### config.mk
export PLATFORM = sky130hd
export DESIGN_NAME = mem_arbiter_flat
export DESIGN_NICKNAME = d
export VERILOG_FILES = /design/src/rtl/bus_pkg.sv /design/src/rtl/mem_arbiter_if.sv /design/src/rtl/starve_counter.sv /design/src/rtl/mem_arbiter.sv /design/src/flat_wrapper.sv
export SDC_FILE = /design/constraint.sdc
export NUM_CORES = 1
export LEC_CHECK = 0
export CORE_MARGIN = 2
export CORE_UTILIZATION = 43
export CTS_BUF_LIST = sky130_fd_sc_hd__clkbuf_8
export DETAILED_ROUTE_END_ITERATION = 8
export HOLD_SLACK_MARGIN = 0.03
export PLACE_DENSITY_LB_ADDON = 0.15
export SYNTH_ARGS = -nofsm -noshare
export SYNTH_HDL_FRONTEND = slang
export SYNTH_SLANG_ARGS = --single-unit
export TNS_END_PERCENT = 50
### constraint.sdc
create_clock -name clk -period 1.7 [get_ports clk]
set_input_delay 0.255 -clock clk [delete_from_list [all_inputs] [get_ports clk]]
set_output_delay 0.255 -clock clk [all_outputs]
set_load 0.03 [all_outputs]
### src/rtl/bus_pkg.sv
// Shared definitions for the memory arbiter: FSM encoding, owner IDs,
// default widths and the starvation counter helper.
package bus_pkg;

  localparam int ADDR_W_DEF = 16;
  localparam int DATA_W_DEF = 16;
  localparam int CNT_W      = 8;

  typedef enum logic [1:0] {
    IDLE  = 2'd0,
    ISSUE = 2'd1,
    RESP  = 2'd2
  } arb_state_e;

  typedef enum logic {
    OWNER_CPU = 1'b0,
    OWNER_DMA = 1'b1
  } owner_e;

  function automatic logic [CNT_W-1:0] sat_inc(input logic [CNT_W-1:0] v);
    return (v == {CNT_W{1'b1}}) ? v : v + 1'b1;
  endfunction

endpackage

### src/rtl/mem_arbiter_if.sv
// Requester and memory-side signal bundle of the arbiter. The arbiter uses the
// slave view; whatever drives requests and models the RAM uses the master view.
interface mem_arbiter_if import bus_pkg::*; #(
  parameter int ADDR_W = ADDR_W_DEF,
  parameter int DATA_W = DATA_W_DEF
);

  logic              cpu_req;
  logic              cpu_lock;
  logic              cpu_we;
  logic [ADDR_W-1:0] cpu_addr;
  logic [DATA_W-1:0] cpu_wdata;
  logic              cpu_gnt;
  logic              cpu_rvalid;

  logic              dma_req;
  logic              dma_we;
  logic [ADDR_W-1:0] dma_addr;
  logic [DATA_W-1:0] dma_wdata;
  logic              dma_gnt;
  logic              dma_rvalid;

  logic [DATA_W-1:0] rdata;

  logic              mem_en;
  logic              mem_we;
  logic [ADDR_W-1:0] mem_addr;
  logic [DATA_W-1:0] mem_wdata;
  logic [DATA_W-1:0] mem_rdata;

  modport slave (
    input  cpu_req, cpu_lock, cpu_we, cpu_addr, cpu_wdata,
    input  dma_req, dma_we, dma_addr, dma_wdata,
    input  mem_rdata,
    output cpu_gnt, cpu_rvalid, dma_gnt, dma_rvalid, rdata,
    output mem_en, mem_we, mem_addr, mem_wdata
  );

  modport master (
    output cpu_req, cpu_lock, cpu_we, cpu_addr, cpu_wdata,
    output dma_req, dma_we, dma_addr, dma_wdata,
    output mem_rdata,
    input  cpu_gnt, cpu_rvalid, dma_gnt, dma_rvalid, rdata,
    input  mem_en, mem_we, mem_addr, mem_wdata
  );

endinterface

### src/rtl/starve_counter.sv
// Counts cycles a DMA request has been refused; saturates at the counter
// maximum and flags when the wait limit is reached.
module starve_counter import bus_pkg::*; #(
  parameter int MAX_WAIT = 8
) (
  input  logic             clk,
  input  logic             rst,
  input  logic             req_i,
  input  logic             clr_i,
  output logic [CNT_W-1:0] cnt_o,
  output logic             hit_o
);

  logic [CNT_W-1:0] cnt_q;
  logic [CNT_W-1:0] cnt_d;

  always_comb begin
    cnt_d = cnt_q;
    if (clr_i || !req_i) begin
      cnt_d = '0;
    end else begin
      cnt_d = sat_inc(cnt_q);
    end
  end

  always_ff @(posedge clk or negedge rst) begin
    if (!rst) begin
      cnt_q <= '0;
    end else begin
      cnt_q <= cnt_d;
    end
  end

  assign cnt_o = cnt_q;
  assign hit_o = (cnt_q >= CNT_W'(MAX_WAIT));

endmodule

### src/rtl/mem_arbiter.sv
// Shares one synchronous RAM port between the CPU and the display DMA.
// One access per grant, optional CPU bus lock, bounded DMA wait.
module mem_arbiter import bus_pkg::*; #(
  parameter int ADDR_W   = ADDR_W_DEF,
  parameter int DATA_W   = DATA_W_DEF,
  parameter int MAX_WAIT = 8
) (
  input logic          clk,
  input logic          rst,
  mem_arbiter_if.slave bus
);

  arb_state_e        state_q;
  owner_e            owner_q;
  logic              acc_read_q;
  logic              cpu_gnt_q;
  logic              dma_gnt_q;
  logic              cpu_rvalid_q;
  logic              dma_rvalid_q;
  logic [DATA_W-1:0] rdata_q;
  logic              mem_en_q;
  logic              mem_we_q;
  logic [ADDR_W-1:0] mem_addr_q;
  logic [DATA_W-1:0] mem_wdata_q;

  logic              arb_en;
  logic              locked;
  logic              grant_cpu;
  logic              grant_dma;
  logic              win_we;
  logic [ADDR_W-1:0] win_addr;
  logic [DATA_W-1:0] win_wdata;
  logic              starve_hit;
  logic              starve_clr;
  logic [CNT_W-1:0]  starve_cnt;

  // Arbitration runs in RESP as well as IDLE so a new grant overlaps the
  // previous read response, giving one access every two cycles.
  always_comb begin
    arb_en    = (state_q == IDLE) || (state_q == RESP);
    locked    = bus.cpu_lock && (owner_q == OWNER_CPU);
    grant_cpu = 1'b0;
    grant_dma = 1'b0;
    if (arb_en) begin
      if (locked) begin
        grant_cpu = bus.cpu_req;
      end else if (starve_hit && bus.dma_req) begin
        grant_dma = 1'b1;
      end else if (bus.cpu_req) begin
        grant_cpu = 1'b1;
      end else if (bus.dma_req) begin
        grant_dma = 1'b1;
      end
    end
  end

  always_comb begin
    win_we    = bus.cpu_we;
    win_addr  = bus.cpu_addr;
    win_wdata = bus.cpu_wdata;
    if (grant_dma) begin
      win_we    = bus.dma_we;
      win_addr  = bus.dma_addr;
      win_wdata = bus.dma_wdata;
    end
  end

  // The gnt cycle also clears so a request still held during it is not counted.
  assign starve_clr = grant_dma || dma_gnt_q;

  starve_counter #(
    .MAX_WAIT (MAX_WAIT)
  ) u_starve (
    .clk   (clk),
    .rst   (rst),
    .req_i (bus.dma_req),
    .clr_i (starve_clr),
    .cnt_o (starve_cnt),
    .hit_o (starve_hit)
  );

  always_ff @(posedge clk or negedge rst) begin
    if (!rst) begin
      state_q      <= IDLE;
      owner_q      <= OWNER_CPU;
      acc_read_q   <= 1'b0;
      cpu_gnt_q    <= 1'b0;
      dma_gnt_q    <= 1'b0;
      cpu_rvalid_q <= 1'b0;
      dma_rvalid_q <= 1'b0;
      rdata_q      <= '0;
      mem_en_q     <= 1'b0;
      mem_we_q     <= 1'b0;
      mem_addr_q   <= '0;
      mem_wdata_q  <= '0;
    end else begin
      cpu_gnt_q    <= 1'b0;
      dma_gnt_q    <= 1'b0;
      cpu_rvalid_q <= 1'b0;
      dma_rvalid_q <= 1'b0;
      unique case (state_q)
        IDLE: begin
          state_q <= IDLE;
        end
        ISSUE: begin
          mem_en_q <= 1'b0;
          mem_we_q <= 1'b0;
          state_q  <= RESP;
        end
        RESP: begin
          if (acc_read_q) begin
            rdata_q      <= bus.mem_rdata;
            cpu_rvalid_q <= (owner_q == OWNER_CPU);
            dma_rvalid_q <= (owner_q == OWNER_DMA);
          end
          state_q <= IDLE;
        end
        default: begin
          state_q <= IDLE;
        end
      endcase
      if (grant_cpu || grant_dma) begin
        state_q     <= ISSUE;
        owner_q     <= grant_dma ? OWNER_DMA : OWNER_CPU;
        acc_read_q  <= !win_we;
        mem_en_q    <= 1'b1;
        mem_we_q    <= win_we;
        mem_addr_q  <= win_addr;
        mem_wdata_q <= win_wdata;
        cpu_gnt_q   <= grant_cpu;
        dma_gnt_q   <= grant_dma;
      end
    end
  end

  assign bus.cpu_gnt    = cpu_gnt_q;
  assign bus.dma_gnt    = dma_gnt_q;
  assign bus.cpu_rvalid = cpu_rvalid_q;
  assign bus.dma_rvalid = dma_rvalid_q;
  assign bus.rdata      = rdata_q;
  assign bus.mem_en     = mem_en_q;
  assign bus.mem_we     = mem_we_q;
  assign bus.mem_addr   = mem_addr_q;
  assign bus.mem_wdata  = mem_wdata_q;

endmodule

### src/flat_wrapper.sv
// flat-port wrapper written by rule: the top's interface ports become plain ports
module mem_arbiter_flat import bus_pkg::*;
#(
  parameter int ADDR_W   = ADDR_W_DEF,
  parameter int DATA_W   = DATA_W_DEF,
  parameter int MAX_WAIT = 8
)
  (clk, rst, bus_cpu_req, bus_cpu_lock, bus_cpu_we, bus_cpu_addr, bus_cpu_wdata, bus_dma_req, bus_dma_we, bus_dma_addr, bus_dma_wdata, bus_mem_rdata, bus_cpu_gnt, bus_cpu_rvalid, bus_dma_gnt, bus_dma_rvalid, bus_rdata, bus_mem_en, bus_mem_we, bus_mem_addr, bus_mem_wdata);
  mem_arbiter_if #(.ADDR_W(ADDR_W), .DATA_W(DATA_W)) bus_i ();
  input logic clk;
  input logic rst;
  input wire logic [$bits(bus_i.cpu_req)-1:0] bus_cpu_req;
  input wire logic [$bits(bus_i.cpu_lock)-1:0] bus_cpu_lock;
  input wire logic [$bits(bus_i.cpu_we)-1:0] bus_cpu_we;
  input wire logic [$bits(bus_i.cpu_addr)-1:0] bus_cpu_addr;
  input wire logic [$bits(bus_i.cpu_wdata)-1:0] bus_cpu_wdata;
  input wire logic [$bits(bus_i.dma_req)-1:0] bus_dma_req;
  input wire logic [$bits(bus_i.dma_we)-1:0] bus_dma_we;
  input wire logic [$bits(bus_i.dma_addr)-1:0] bus_dma_addr;
  input wire logic [$bits(bus_i.dma_wdata)-1:0] bus_dma_wdata;
  input wire logic [$bits(bus_i.mem_rdata)-1:0] bus_mem_rdata;
  output wire logic [$bits(bus_i.cpu_gnt)-1:0] bus_cpu_gnt;
  output wire logic [$bits(bus_i.cpu_rvalid)-1:0] bus_cpu_rvalid;
  output wire logic [$bits(bus_i.dma_gnt)-1:0] bus_dma_gnt;
  output wire logic [$bits(bus_i.dma_rvalid)-1:0] bus_dma_rvalid;
  output wire logic [$bits(bus_i.rdata)-1:0] bus_rdata;
  output wire logic [$bits(bus_i.mem_en)-1:0] bus_mem_en;
  output wire logic [$bits(bus_i.mem_we)-1:0] bus_mem_we;
  output wire logic [$bits(bus_i.mem_addr)-1:0] bus_mem_addr;
  output wire logic [$bits(bus_i.mem_wdata)-1:0] bus_mem_wdata;
  assign bus_i.cpu_req = bus_cpu_req;
  assign bus_i.cpu_lock = bus_cpu_lock;
  assign bus_i.cpu_we = bus_cpu_we;
  assign bus_i.cpu_addr = bus_cpu_addr;
  assign bus_i.cpu_wdata = bus_cpu_wdata;
  assign bus_i.dma_req = bus_dma_req;
  assign bus_i.dma_we = bus_dma_we;
  assign bus_i.dma_addr = bus_dma_addr;
  assign bus_i.dma_wdata = bus_dma_wdata;
  assign bus_i.mem_rdata = bus_mem_rdata;
  assign bus_cpu_gnt = bus_i.cpu_gnt;
  assign bus_cpu_rvalid = bus_i.cpu_rvalid;
  assign bus_dma_gnt = bus_i.dma_gnt;
  assign bus_dma_rvalid = bus_i.dma_rvalid;
  assign bus_rdata = bus_i.rdata;
  assign bus_mem_en = bus_i.mem_en;
  assign bus_mem_we = bus_i.mem_we;
  assign bus_mem_addr = bus_i.mem_addr;
  assign bus_mem_wdata = bus_i.mem_wdata;
  mem_arbiter #(.ADDR_W(ADDR_W), .DATA_W(DATA_W), .MAX_WAIT(MAX_WAIT)) u_core (.clk(clk), .rst(rst), .bus(bus_i));
endmodule
# Word-level counts from Yosys, hierarchy flattened
# Cells that the tools add are included.
# word_totals
regBits	66
input_bits	87
out_inout_bits	54
wordCells	57
# op_classes
addsub	1
n_lt_le_gt_ge	1
eq_ne	4
muxes	26
bitwise	1
reduce_logical	11
# ops
cell	n
two-way mux 16 bit	2
two-way mux 1 bit	20
two-way mux 8 bit	2
adder 8 x 1 -> 8 bit, second input constant	1
equality test 8 bit, second input constant	1
>= comparator 8 x 4 -> 1 bit, second input constant	1
logical OR 1 bit	4
two-way mux 2 bit	2
equality test 2 x 1 -> 1 bit, second input constant	1
equality test 2 bit, second input constant	1
logical AND 1 bit	2
zero test 1 bit	2
zero test 2 bit	1
!= test 2 bit, second input constant	1
AND reduction 2 bit	1
nonzero test 2 bit	1
NOT 1 bit	1

# Depth between registers and ports, before layout
# Gate-level depths: netlist of run 1.
# depth
word_depth	8
ltp_mapped	7
ltp_nobuf	5

# By module
# From an unflattened synthesis of run 1, not the netlist that was laid out.
# hier_totals
cells_unflattened	354
hier_area_um2	3519.6
# modules_own_cells
mod	instances	cells_each	area_per_inst_um2	seq_area_each_um2
mem_arbiter	1	305	3056.7	1451.4
starve_counter	1	49	462.9	200.2

# Worst setup path before layout of run 1
# No wires, ideal clock.
# synth_timing
kind	register to register
from	reg u_core.u_starve.cnt_q[3], in the netlist u_core.u_starve.cnt_o[3]
to	reg u_core.mem_we_q, in the netlist u_core.bus.mem_we
arrival_time_ns	1.406
slack_ns	0.166
stages_incl_launch_ff	7
n_path_buf	2
path_cell_list	dfrtp_1 > nor2_1 > a311oi_4 > and2_1 > buf_4 > buf_6 > o211ai_2
# synth_via
elab_chain_len	7
# synth_rtl
element	line_no	source
start: declaration	starve_counter.sv:14	logic [CNT_W-1:0] cnt_q;
start signal: assignment	starve_counter.sv:30	cnt_q <= cnt_d;
>= comparator 8 x 4 -> 1 bit (*)	starve_counter.sv:35	assign hit_o = (cnt_q >= CNT_W'(MAX_WAIT));
logical AND 1 bit (*)	mem_arbiter.sv:47	end else if (starve_hit && bus.dma_req) begin
two-way mux 1 bit	mem_arbiter.sv:47	
two-way mux 1 bit	mem_arbiter.sv:45	if (locked) begin
two-way mux 1 bit	mem_arbiter.sv:44	if (arb_en) begin
two-way mux 1 bit or logical OR 1 bit (tied branches)	mem_arbiter.sv:61, mem_arbiter.sv:122	
two-way mux 1 bit or nonzero test 2 bit (tied branches)	--	
end signal: assignment	mem_arbiter.sv:127	mem_we_q <= win_we;
end: declaration	mem_arbiter.sv:22	logic mem_we_q;
# Every way passes the cells marked *; elsewhere a longest branch is shown, timed or not.
# A chain may end at the register's enable or synchronous reset.

# Worst setup path in the final report of run 1
# layout_timing
from	reg u_core.mem_addr_q[13], in the netlist u_core.bus.mem_addr[13]
to	out bus_mem_addr[13]
# layout_rtl
element	line_no	source
start: declaration	mem_arbiter.sv:23	logic [ADDR_W-1:0] mem_addr_q;
start signal: assignment	mem_arbiter.sv:128	mem_addr_q <= win_addr;
end: declaration	flat_wrapper.sv:29	output wire logic [$bits(bus_i.mem_addr)-1:0] bus_mem_addr;
# No word-level cell between the ends.

==> results of run 1 <==
-- synthesized netlist by cell type, types with 2 or more instances --
master	instances
o211ai_2	20
nor3_1	4
mux2_2	7
nand3_1	37
inv_1	4
ha_1	2
inv_2	3
and2_1	2
a211oi_1	3
nor2_1	9
nand2_1	70
a31oi_1	4
clkbuf_1	10
dfrtp_1	66
buf_2	7
nand2b_1	2
buf_6	3
o211ai_1	13
and3_1	4
mux2_1	9
-- power by group --
group	switching (mW)	internal [mW]	total, mW	leakage, nW
combinational	1.63	1.38	3.01	1.19
clock	0.558	0.782	1.34	0.110
sequential	0.260	2.04	2.30	0.810
total	2.44	4.21	6.65	2.11
-- final cells by class --
type / count / area (um^2) / share of cell area (%)
clock buffer: 12 / 165.2 / 3.322
clock inverter: 3 / 38.79 / 0.7803
inverter: 7 / 26.28 / 0.5286
multi-input combinational: 200 / 1313 / 26.40
sequential: 66 / 1652 / 33.22
tap: 96 / 120.1 / 2.416
timing repair buffer: 160 / 1657 / 33.32
-- worst max-delay path by stage --
stage	start	to	slack, ns	cells past startpoint
floorplan	u_core.u_starve.cnt_o[3]$_DFFE_PN0P_	u_core.bus.mem_we$_DFFE_PN0P_	0.17	6
global placement	bus_cpu_req	u_core.bus.mem_wdata[12]$_DFFE_PN0P_	-0.23	6
detailed placement	bus_cpu_req	u_core.bus.mem_wdata[12]$_DFFE_PN0P_	-0.28	6
CTS	u_core.u_starve.cnt_o[3]$_DFFE_PN0P_	u_core.bus.mem_addr[1]$_DFFE_PN0P_	0.02	5
global route	u_core.bus.mem_we$_DFFE_PN0P_	bus_mem_we	0.006	1
finish	u_core.bus.mem_addr[13]$_DFFE_PN0P_	bus_mem_addr[13]	0.05	1
-- flip-flops by register name, summed over array words and instances (netlist names) --
register,count
u_core.acc_read_q,1
u_core.bus.cpu_gnt,1
u_core.bus.cpu_rvalid,1
u_core.bus.dma_gnt,1
u_core.bus.dma_rvalid,1
u_core.bus.mem_addr,16
u_core.bus.mem_en,1
u_core.bus.mem_wdata,16
u_core.bus.mem_we,1
u_core.bus.rdata,16
u_core.owner_q,1
u_core.state_q,2
u_core.u_starve.cnt_o,8
-- cell families after synthesis --
kind of cell | synth area share, %
compound gates | 15.35
xor+xnor | 0.2844
fa+ha+maj | 0.8122
buf+inv | 4.549
flops | 53.61
mux | 6.174
simple gates | 19.21
-- stage by stage --
step	power [mW]	instance area (um^2)	setup WS (ns)	setup TNS, ns
6_report	6.649	4971	0.04666	0
5_1_grt	6.995	4971	0.005618	0
4_1_cts	6.704	4952	0.02044	0
3_5_place_dp	5.345	4738	-0.2813	-10.87
3_3_place_gp	5.272	4738	-0.2330	-8.998
2_1_floorplan	3.905	3080	0.1662	0
-- metal layers --
metal / global-route usage, % / up-vias
met5: 0 / -
met4: 8.402 / 0
met3: 7.183 / 11
met2: 34.53 / 127
met1: 28.67 / 1331
li1: - / 1331
-- cells in the final DEF (no fill, tap or decap), drive strengths merged --
master and count:
or3 1, bufinv 1, clkdlybuf4s50 139, nand3 37, nor2 9, and3 4, buf 20, mux2i 1
and4 1, mux2 16, clkinv 1, nor3 4, and2 2, o21ai 1, a311oi 2, a211oi 3
nand2 70, dlygate4sd3 1, ha 2, clkbuf 12, a2bb2oi 1, a221o 1, nand2b 2, nor4bb 1
a21oi 1, nor2b 2, inv 8, o211ai 33, o21bai 1, dfrtp 66, a31oi 4, xnor2 1
-- timing repair --
| action | CTS | global route |
|---|---|---|
| endpoints found under the setup margin | 0 | 41 |
| hold buffers | 1 | 0 |
| endpoints found under the hold margin | 23 | 0 |
| resized for setup | 0 | 6 |
==> results.yml, run 1 <==
floorplan:
  die_x_um: 88.64
  start_util_pct: 44.85
  num_rows: 30
  coreArea_um2: 6869
  die_h_um: 88.64
  io_pins: 141
  dieArea_um2: 7857
run:
  drv_cap: 0
yosys:
  synthCells: 294
  ys.flop_type: "dfrtp_1"
  yosys_register_bits: 66
  synth_area_um2: 3080
  netlist-cell-type-count: 35
  synth.top_cell.area_share_pct: 53.61
  synth_largest_area_cell: "dfrtp_1"
  yosysWarnings: 0
  synth_edf_count: 0
  syn_nets: 383
  synth.area.top_cells: "dfrtp_1 54%, nand2_1 8.5%, o211ai_2 8.1%"
  avgSynthCellArea_um2: 10.48
  ys_seq_area_share_pct: 53.61
  synthArstFlopShare_pct: 100.0
setup_path:
  path_delay_family: "buffers and inverters"
  worstPathMaxFanout: 2
  required_ns: 1.44
  crit-reg2reg-launch: "u_core.u_starve.cnt_o[6]$_DFFE_PN0P_"
  reg2reg_to: "u_core.bus.mem_addr[1]$_DFFE_PN0P_"
  rr_worst_depth: 5
  cp_slowest_cell: "clkdlybuf4s50_1"
  end_kind: "primary output"
  crit_type: "flip-flop to primary output"
  worst-path-buf-inv: 1
  cp_cell_sequence: "clkdlybuf4s50_1"
  reg2reg_slack_ns: 0.07
  crit_path_start_kind: "flip-flop"
  arrival_ns: 1.40
  slowest_delay_ns: 0.71
detailed_routing:
  wl_per_cell_um: 15.59
  num_vias: 2800
  met3_wirelength_um: 666
  drc: 0
  drtPass1Iterations: 6
  wl_met2_mm: 4.088
  postRouteAntennaNets: 0
  drt_iter0_drc: 132
  finalWirelength_mm: 8.480
  vias_per_cell: 5.147
  top_layer: "met4"
  m1WireLength_mm: 3.601
cts:
  clk_latency_ns: 0.34
  clk_pin_slew_ns: 0.07
  htreeDepth: 3
  cts_max_path_buffers: 2
  cts_root_buf: "clkbuf_8"
  cts_buffers: 9
  cts_setup_buffers: 0
  cts_tree: "yes"
  cts.sinks: 66
layout:
  drive_gt1_share_pct: 15.85
  num_antenna_cells: 0
  final_cells: 544
  syn_to_final_growth_pct: 61.37
  final_core_util_pct: 72.37
  fin_nets: 533
  fill_cells: 512
placed_design:
  place_congestion: 0.7384
  dp.cells: 528
  dp_hpwl_mm: 6.225
  port_buffers: 140
sta:
  fin_crit_sh_pct: 97.26
  fmax_ghz: 0.6048
  fin_skew_ns: 0.01387
  maxSlewViolCount: 0
  maxSlewHeadroom_pct: 58.57
  hold_violations: 0
  whs_ns: 0.4695
  min_period_ns: 1.653
  worst_slew_pin_slew_ns: 0.6215
  rsz0062_at_grt: "no"
  setup_viol: 0
global_routing:
  grt.total_usage_pct: 22.09
  antenna_found_initial: 0
  grt_pass1_vias: 2780
  grt_max_degree: 26
  grt-ovfl-total: 0
  grt_pass1_wl_mm: 13.41
power_and_ir_drop:
  ir_drop_uv: 785.7
  powerDensity_nw_per_um2: 1338
  leakage_nw: 2.114
hold_path:
  hold_class: "primary input to asynchronous set/reset pin"
run_status:
  outcome: "completed"
(Power assumes the default switching activity.)
==> inputs of run 2 (changes only) <==
--- a/config.mk
+++ b/config.mk
@@ -10,6 +10,7 @@
 export CTS_BUF_LIST = sky130_fd_sc_hd__clkbuf_8
 export DETAILED_ROUTE_END_ITERATION = 8
 export HOLD_SLACK_MARGIN = 0.03
+export MAX_ROUTING_LAYER = met4
 export PLACE_DENSITY_LB_ADDON = 0.15
 export SYNTH_ARGS = -nofsm -noshare
 export SYNTH_HDL_FRONTEND = slang
==> run 2 against run 1 <==
Effect of this change:
- critical path depth unchanged
- sequential cell count did not move
- wire length hardly changed
- fmax about the same
- sequential power is essentially flat
- first-iteration DRC count decreased by 9.8%
- sequential share of layout area unchanged
- worst setup slack got worse by 0.0016 ns
- largest cell class unchanged
==> results.yml, run 2 (synthesized netlist as in run 1, its figures left out) <==
setup_path:
  cp_cell_sequence: "clkdlybuf4s50_1"
  cp_slowest_cell: "clkdlybuf4s50_1"
  crit_path_start_kind: "flip-flop"
  worstPathMaxFanout: 2
  end_kind: "primary output"
  crit_type: "flip-flop to primary output"
  arrival_ns: 1.40
  worst-path-buf-inv: 1
  required_ns: 1.44
  path_delay_family: "buffers and inverters"
  slowest_delay_ns: 0.71
detailed_routing:
  postRouteAntennaNets: 0
  drtPass1Iterations: 4
  drc: 0
  finalWirelength_mm: 8.476
  vias_per_cell: 5.162
  wl_per_cell_um: 15.58
  drt_iter0_drc: 119
  num_vias: 2808
sta:
  min_period_ns: 1.655
  worst_slew_pin_slew_ns: 0.6175
  fin_skew_ns: 0.01366
  whs_ns: 0.4687
  rsz0062_at_grt: "no"
  finalWorstSetupSlack_ns: 0.04503
  maxSlewHeadroom_pct: 58.83
  maxSlewViolCount: 0
  fmax_ghz: 0.6042
  setup_viol: 0
  hold_violations: 0
  fin_crit_sh_pct: 97.35
  fin_tns_setup_ns: 0
run_status:
  outcome: "completed"
cts:
  clk_pin_slew_ns: 0.08
  cts_tree: "yes"
  htreeDepth: 3
  cts_buffers: 9
  clk_latency_ns: 0.34
  cts_root_buf: "clkbuf_8"
  cts.sinks: 66
  cts_max_path_buffers: 2
  cts_setup_buffers: 0
placed_design:
  place_congestion: 0.7475
  dp.cells: 528
  placed_cell_area_um2: 4738
  dp_hpwl_mm: 6.225
  port_buffers: 140
  dp_slack_ns: -0.2813
layout:
  drive_gt1_share_pct: 15.85
  fin_area_um2: 4971
  final_cell_mix: "139 x clkdlybuf4s50_1, 70 x nand2_1, 66 x dfrtp_1, 37 x nand3_1, 20 x o211ai_2"
  register_area_um2: 1652
  final_cells: 544
  syn_to_final_growth_pct: 61.37
  num_antenna_cells: 0
  fin_nets: 533
  fill_cells: 512
  multiInputGateArea_um2: 1313
  final_core_util_pct: 72.37
  final_common_cell: "clkdlybuf4s50_1"
global_routing:
  grt-ovfl-total: 0
  grt_max_degree: 26
  grt_pass1_vias: 2774
  antenna_found_initial: 0
  grt.total_usage_pct: 22.84
  grt_pass1_wl_mm: 13.44
floorplan:
  coreArea_um2: 6869
  dieArea_um2: 7857
  start_util_pct: 44.85
  die_h_um: 88.64
  num_rows: 30
  die_x_um: 88.64
  io_pins: 141
hold_path:
  hold_class: "primary input to asynchronous set/reset pin"
power_and_ir_drop:
  ir_drop_uv: 785.8
  leakage_nw: 2.114
  powerDensity_nw_per_um2: 1339
  power.total_mw: 6.658
run:
  drv_cap: 0
## run 2: cell counts in the layout (fill, tap and decap cells not counted)
Identical to the previous run, type by type.
## run 2: final cells by class
type	count	area share [%]
inverters	7	0.5286
well taps	96	2.416
multi-input cells	200	26.40
clock inverters	3	0.7803
flip-flops and latches	66	33.22
clock buffers	12	3.322
repair buffers	160	33.32
## run 2: path summary, 6_finish.rpt
check | start | to | slack, ns | depth (start not counted)
max | u_core.bus.mem_addr[13]$_DFFE_PN0P_ | bus_mem_addr[13] | 0.05 | 1
min | rst | u_core.bus.mem_addr[6]$_DFFE_PN0P_ | 0.47 | 2
max reg2reg | u_core.u_starve.cnt_o[6]$_DFFE_PN0P_ | u_core.bus.mem_addr[1]$_DFFE_PN0P_ | 0.07 | 5
min reg2reg | u_core.bus.mem_wdata[15]$_DFFE_PN0P_ | u_core.bus.mem_wdata[15]$_DFFE_PN0P_ | 0.49 | 2
max in group asynchronous | rst | u_core.bus.mem_en$_DFFE_PN0P_ | 0.68 | 3
min in group clk | bus_cpu_addr[2] | u_core.bus.mem_addr[2]$_DFFE_PN0P_ | 0.48 | 3
## run 2: where the power goes
part | total [mW] | internal [mW] | switching [mW]
Sequential | 2.30 | 2.04 | 0.261
Clock | 1.35 | 0.783 | 0.565
Combinational | 3.01 | 1.38 | 1.63
## run 2: per-layer routing
metal | up-vias | wire, um | track usage, %
li1 | 1331 | - | -
met1 | 1346 | 3716 | 29.75
met2 | 120 | 4082 | 34.53
met3 | 11 | 532 | 5.784
met4 | 0 | 144 | 8.402
met5 | - | 0 | -
## run 2: repair_timing
| action | in CTS | in global routing |
|---|---|---|
| endpoints found under the hold margin | 23 | 0 |
| hold buffers | 1 | 0 |
| gates resized for setup | 0 | 6 |
| setup endpoints to repair | 0 | 41 |
